File: config.mk
export PLATFORM = sky130hd
export DESIGN_NAME = jk_mod_counter
export DESIGN_NICKNAME = d
export VERILOG_FILES = /design/src/rtl/jk_pkg.sv /design/src/rtl/jk_cell.sv /design/src/rtl/jk_mod_counter.sv
export SDC_FILE = /design/constraint.sdc
export NUM_CORES = 1
export LEC_CHECK = 0
export BUFFER_PORTS_ARGS = -buffer_cell sky130_fd_sc_hd__buf_2
export CAP_MARGIN = 20
export CORE_MARGIN = 5
export CORE_UTILIZATION = 30
export CTS_CLUSTER_DIAMETER = 120
export CTS_CLUSTER_SIZE = 12
export DETAILED_ROUTE_END_ITERATION = 6
export SLEW_MARGIN = 20
export SYNTH_ARGS = -nofsm -noshare
export SYNTH_HDL_FRONTEND = slang
export SYNTH_SLANG_ARGS = --single-unit
File: constraint.sdc
create_clock -name clk -period 1.9 [get_ports clk]
set_input_delay 0.19 -clock clk [delete_from_list [all_inputs] [get_ports clk]]
set_output_delay 0.19 -clock clk [all_outputs]
set_load 0.01 [all_outputs]
File: src/rtl/jk_pkg.sv
// jk_pkg: definitions shared by the JK modulo counter and its cells.
//   JK_* : 2-bit {J,K} command encodings driven into each jk_cell
//   min_width() : smallest register width able to hold 0..modulus-1
package jk_pkg;

  localparam logic [1:0] JK_HOLD   = 2'b00;
  localparam logic [1:0] JK_RESET  = 2'b01;
  localparam logic [1:0] JK_SET    = 2'b10;
  localparam logic [1:0] JK_TOGGLE = 2'b11;

  // Always at least one bit, so a modulus of 2 needs a 1-bit register.
  function automatic int min_width(input int modulus);
    int w;
    w = 1;
    while ((1 << w) < modulus) w++;
    return w;
  endfunction

endpackage

File: src/rtl/jk_cell.sv
// jk_cell: a single JK flip-flop with synchronous active-low reset.
// Ports:
//   clk   - rising-edge clock
//   reset - synchronous, active-low; clears q
//   j, k  - JK command: 00 hold, 01 clear, 10 set, 11 toggle
//   q     - stored bit
module jk_cell
  import jk_pkg::*;
(
  input  logic clk,
  input  logic reset,
  input  logic j,
  input  logic k,
  output logic q
);

  logic q_q;
  logic q_d;

  // Next-state table of a JK flip-flop.
  always_comb begin
    q_d = q_q;
    case ({j, k})
      JK_HOLD:   q_d = q_q;
      JK_RESET:  q_d = 1'b0;
      JK_SET:    q_d = 1'b1;
      JK_TOGGLE: q_d = ~q_q;
      default:   q_d = q_q;
    endcase
  end

  // Reset is sampled on the clock edge and wins over any JK command.
  always_ff @(posedge clk) begin
    if (!reset) q_q <= 1'b0;
    else        q_q <= q_d;
  end

  assign q = q_q;

endmodule

File: src/rtl/jk_mod_counter.sv
// jk_mod_counter: up/down modulo-MODULUS counter built from JK flip-flops.
// Parameters:
//   WIDTH   - counter width in bits
//   MODULUS - count range 0..MODULUS-1 (2 <= MODULUS <= 2**WIDTH)
// Ports:
//   clk      - rising-edge clock
//   reset    - synchronous, active-low; clears count and pulses
//   en       - count enable
//   up       - direction, 1 = up, 0 = down
//   load     - parallel-load request (beats en)
//   d        - parallel-load value
//   q        - current count
//   tc       - combinational terminal count for cascading
//   wrap     - registered one-cycle pulse after a wrap-around
//   load_err - registered one-cycle pulse after an out-of-range load
module jk_mod_counter
  import jk_pkg::*;
#(
  parameter int WIDTH   = 4,
  parameter int MODULUS = 10
) (
  input  logic             clk,
  input  logic             reset,
  input  logic             en,
  input  logic             up,
  input  logic             load,
  input  logic [WIDTH-1:0] d,
  output logic [WIDTH-1:0] q,
  output logic             tc,
  output logic             wrap,
  output logic             load_err
);

  // Refuse to build a counter that cannot represent its own range.
  if (MODULUS < 2 || MODULUS > (1 << WIDTH) || min_width(MODULUS) > WIDTH) begin : g_bad_params
    $error("jk_mod_counter: MODULUS %0d illegal for WIDTH %0d", MODULUS, WIDTH);
  end

  localparam logic [WIDTH-1:0] MAX_COUNT = WIDTH'(MODULUS - 1);

  logic [WIDTH-1:0] count;
  logic [WIDTH-1:0] count_nxt;
  logic [WIDTH-1:0] j_vec;
  logic [WIDTH-1:0] k_vec;
  logic             load_ok;
  logic             wrap_q;
  logic             wrap_d;
  logic             load_err_q;
  logic             load_err_d;

  // The extra top bit lets a full-range modulus (2**WIDTH) compare without overflow.
  assign load_ok = ({1'b0, d} < (WIDTH + 1)'(MODULUS));

  // Pick the next count, then translate it into per-bit JK commands.
  // Counting toggles exactly the bits that differ between now and next;
  // an out-of-range count is treated as terminal so the counter recovers.
  always_comb begin
    count_nxt  = count;
    wrap_d     = 1'b0;
    load_err_d = 1'b0;
    j_vec      = '0;
    k_vec      = '0;
    if (load) begin
      if (load_ok) begin
        j_vec = d;
        k_vec = ~d;
      end else begin
        load_err_d = 1'b1;
      end
    end else if (en) begin
      if (up) begin
        if (count >= MAX_COUNT) begin
          count_nxt = '0;
          wrap_d    = 1'b1;
        end else begin
          count_nxt = count + WIDTH'(1);
        end
      end else begin
        if (count == '0 || count > MAX_COUNT) begin
          count_nxt = MAX_COUNT;
          wrap_d    = 1'b1;
        end else begin
          count_nxt = count - WIDTH'(1);
        end
      end
      j_vec = count_nxt ^ count;
      k_vec = count_nxt ^ count;
    end
  end

  for (genvar i = 0; i < WIDTH; i++) begin : g_bit
    jk_cell u_cell (
      .clk   (clk),
      .reset (reset),
      .j     (j_vec[i]),
      .k     (k_vec[i]),
      .q     (count[i])
    );
  end

  // Status pulses; reset drops any pulse that would have been raised this edge.
  always_ff @(posedge clk) begin
    if (!reset) begin
      wrap_q     <= 1'b0;
      load_err_q <= 1'b0;
    end else begin
      wrap_q     <= wrap_d;
      load_err_q <= load_err_d;
    end
  end

  assign q        = count;
  assign tc       = en & ((up & (count == MAX_COUNT)) | (~up & (count == '0)));
  assign wrap     = wrap_q;
  assign load_err = load_err_q;

endmodule
==> impl_metrics.py <==
metrics = {
    "pwr": {
        "p_sw_frac": 0.362,
        "ir_worst_vdd_uv": 352,
        "power_uw": 423,
        "power_switching_uw": 153,
        "p_int_uw": 270,
        "power_density_nw_per_um2": 645,
        "power_frac_comb": 0.344,
        "clkPwrFrac": 0.289,
        "p_leak_uw": 0.000279,
        "seqPwrFrac": 0.367,
    },
    "floorplanning": {
        "die_w_um": 54.1,
        "io-pin-count": 16,
        "die_h_um": 54.1,
        "rows": 16,
        "core_um2": 1900,
        "start_util": 0.307,
        "die-area_um2": 2930,
    },
    "placement": {
        "place.detailed.hpwl_mm": 1.13,
        "post-place-ws_ns": 0.122,
        "place_inst": 110,
        "gp_congestion": 0.869,
        "io_buffers": 15,
        "placed_area_um2": 633,
    },
    "global_route": {
        "grt_usage": 0.120,
        "antenna_found_initial": 0,
        "grt_pass1_vias": 599,
        "grt_first_pass_wirelength_mm": 2.57,
        "grt_start_max_net_pins": 12,
        "grt.overflow.total": 0,
    },
    "cells_and_area": {
        "layout_common_cells": "15 x buf_2, 7 x nor2_1",
        "regArea_um2": 121,
        "syn2layout_area_growth_pct": 12.4,
        "antenna_cells": 0,
        "fin_cells": 113,
        "fin_nets": 101,
        "drive_gt1_frac": 0.267,
        "final_common_cell": "buf_2",
        "n_fill_cell": 213,
        "stdcell_area_um2": 657,
        "multiInputGateArea_um2": 382,
    },
    "drt": {
        "wl_mm": 1.54,
        "wire_per_inst_um": 13.6,
        "drt_iter0_markers": 9,
        "final_antenna_net_count": 0,
        "drc": 0,
        "firstDrtPassIters": 4,
        "vias": 591,
        "routed_via_density": 5.23,
    },
    "synth": {
        "synth_area_per_cell_um2": 7.79,
        "yosysSeqAreaShare": 0.206,
        "syn_nets": 88,
        "synth_warnings": 0,
        "synth-seq-cells": 6,
        "synth_cells": 75,
        "ys_types": 32,
        "syn_area_um2": 584,
    },
    "sta": {
        "timing.final.crit_share": 0.939,
        "setup_viol": 0,
        "rsz0062_at_grt": "false",
        "max-slew-margin-rel": 0.722,
        "fmax_ghz": 0.561,
        "tightest_slew_ns": 0.416,
        "min_period_ns": 1.78,
        "finalWorstSetupSlack_ns": 0.117,
        "hold_viol_final": 0,
        "setup_tns_ns": 0,
        "finClkSkew_ns": 0.00733,
        "drv_slew": 0,
    },
    "min_path": {
        "worstHoldPathCells": 3,
        "hold_class": "in2reg",
    },
    "clock_tree": {
        "clk_path_buf_depth": 2,
        "root_buffer": "clkbuf_4",
        "cts_tree": "done",
        "clock-sinks": 6,
        "cts_htree_levels": 1,
        "path_clk_slew_ns": 0.05,
        "postCtsSetupBuffers": 0,
        "numCtsBuffers": 3,
        "clock_latency_ns": 0.25,
    },
    "flow_run": {
        "drv_cap": 0,
    },
    "setup_path": {
        "critPathKind": "reg2out",
        "worstPathRequired_ns": 1.71,
        "cp-end-kind": "output port",
        "reg2regPathDepth": 6,
        "cp.depth": 5,
        "cp_slowest_cell": "dfxtp_1",
        "path_max_fanout": 8,
        "cp_slowest_stage_delay_ns": 0.48,
        "crit_buf_inv": 1,
        "worstPathArrival_ns": 1.59,
        "crit_chain": "ha_1 > and3_1 > a31oi_1 > nor3b_1 > buf_2",
        "cp_top_family": "flip-flops",
        "cp-start-kind": "flop",
    },
    "status": {
        "status": "complete, no violations",
    },
}
[logic make-up after synthesis]
family | after synthesis | share of synthesized area
buffers and inverters | 13 | 0.141
DFF | 6 | 0.206
and+or+nand+nor | 25 | 0.233
AOI/OAI and AO/OA | 27 | 0.334
adders and majority gates | 4 | 0.0857
[through the flow]
step           hold WS [ns]  utilization
6_report              0.212        0.345
5_1_grt               0.220        0.345
4_1_cts               0.207        0.345
3_5_place_dp          0.466        0.333
3_3_place_gp          0.460        0.333
2_1_floorplan         0.316            -
[state kept, by name, indices dropped and copies added, names as in the netlist]
name	flops
wrap	1
load_err	1
g_bit.u_cell.q	4
[area by class of cell]
type,instances,share of cell area
tap,27,0.0514
timing repair buffer,15,0.114
clock buffer,3,0.0343
inverter,6,0.0343
sequential,6,0.185
multi-input combinational,56,0.581
[routing by layer]
layer / routed length (µm) / up-vias / track usage
li1: - / 297 / -
met1: 730 / 278 / 0.140
met2: 715 / 12 / 0.193
met3: 72 / 4 / 0.0471
met4: 23 / 0 / 0.0498
met5: 0 / - / 0
[power groups by stage]
stage / Combinational (µW) / Clock [µW] / Sequential (µW)
global placement: 143 / 0 / 157
detailed placement: 142 / 0 / 157
global route: 161 / 134 / 157
CTS: 144 / 127 / 155
floorplan: 124 / 0 / 148
finish: 145 / 122 / 156
[timing repair]
item,CTS,global route
endpoints found under the setup margin,0,2
gates resized for setup,0,1
hold buffers,0,0
[worst paths after layout]
kind | startpoint | end | slack (ns)
max reg2reg | g_bit[0].u_cell.q$_SDFFE_PN0P_ | g_bit[0].u_cell.q$_SDFFE_PN0P_ | 0.16
min reg2reg | g_bit[1].u_cell.q$_SDFFE_PN0P_ | g_bit[1].u_cell.q$_SDFFE_PN0P_ | 0.64
max | g_bit[0].u_cell.q$_SDFFE_PN0P_ | tc | 0.12
min | reset | load_err$_SDFF_PN0_ | 0.21
[worst register-to-register path: cells and delay by family, from the launching register on]
kind | cells | cell delay, ns
simple gates | 2 | 0.25
compound gates | 2 | 0.50
buf+inv | 1 | 0.14
fa+ha+maj | 1 | 0.25
flops | 1 | 0.48
[synthesized netlist by cell type (all sizes together)]
| cell | instances | area (µm²) |
|---|---|---|
| a311oi | 1 | 8.76 |
| nand2 | 5 | 18.8 |
| nor2b | 1 | 6.26 |
| nand4 | 1 | 6.26 |
| o211ai | 2 | 20.0 |
| o21ba | 2 | 20.0 |
| nor3b | 3 | 33.8 |
| o2111ai | 1 | 8.76 |
| nor2 | 7 | 26.3 |
| dfxtp | 6 | 120 |
| o21ai | 4 | 20.0 |
| a211oi | 1 | 7.51 |
| o2bb2ai | 1 | 8.76 |
| buf | 7 | 60.1 |
| nand3 | 2 | 10.0 |
| and3 | 2 | 12.5 |
| o21bai | 1 | 7.51 |
| clkinv | 1 | 3.75 |
| a41oi | 1 | 8.76 |
| a311o | 1 | 10.0 |
| nor3 | 2 | 10.0 |
| a31oi | 4 | 25.0 |
| a22oi | 1 | 7.51 |
| inv | 5 | 18.8 |
| o311a | 1 | 10.0 |
| a21oi | 5 | 25.0 |
| nand2b | 2 | 12.5 |
| ha | 4 | 50.1 |
| o31ai | 1 | 7.51 |
Power figures use the tool's default switching activity.
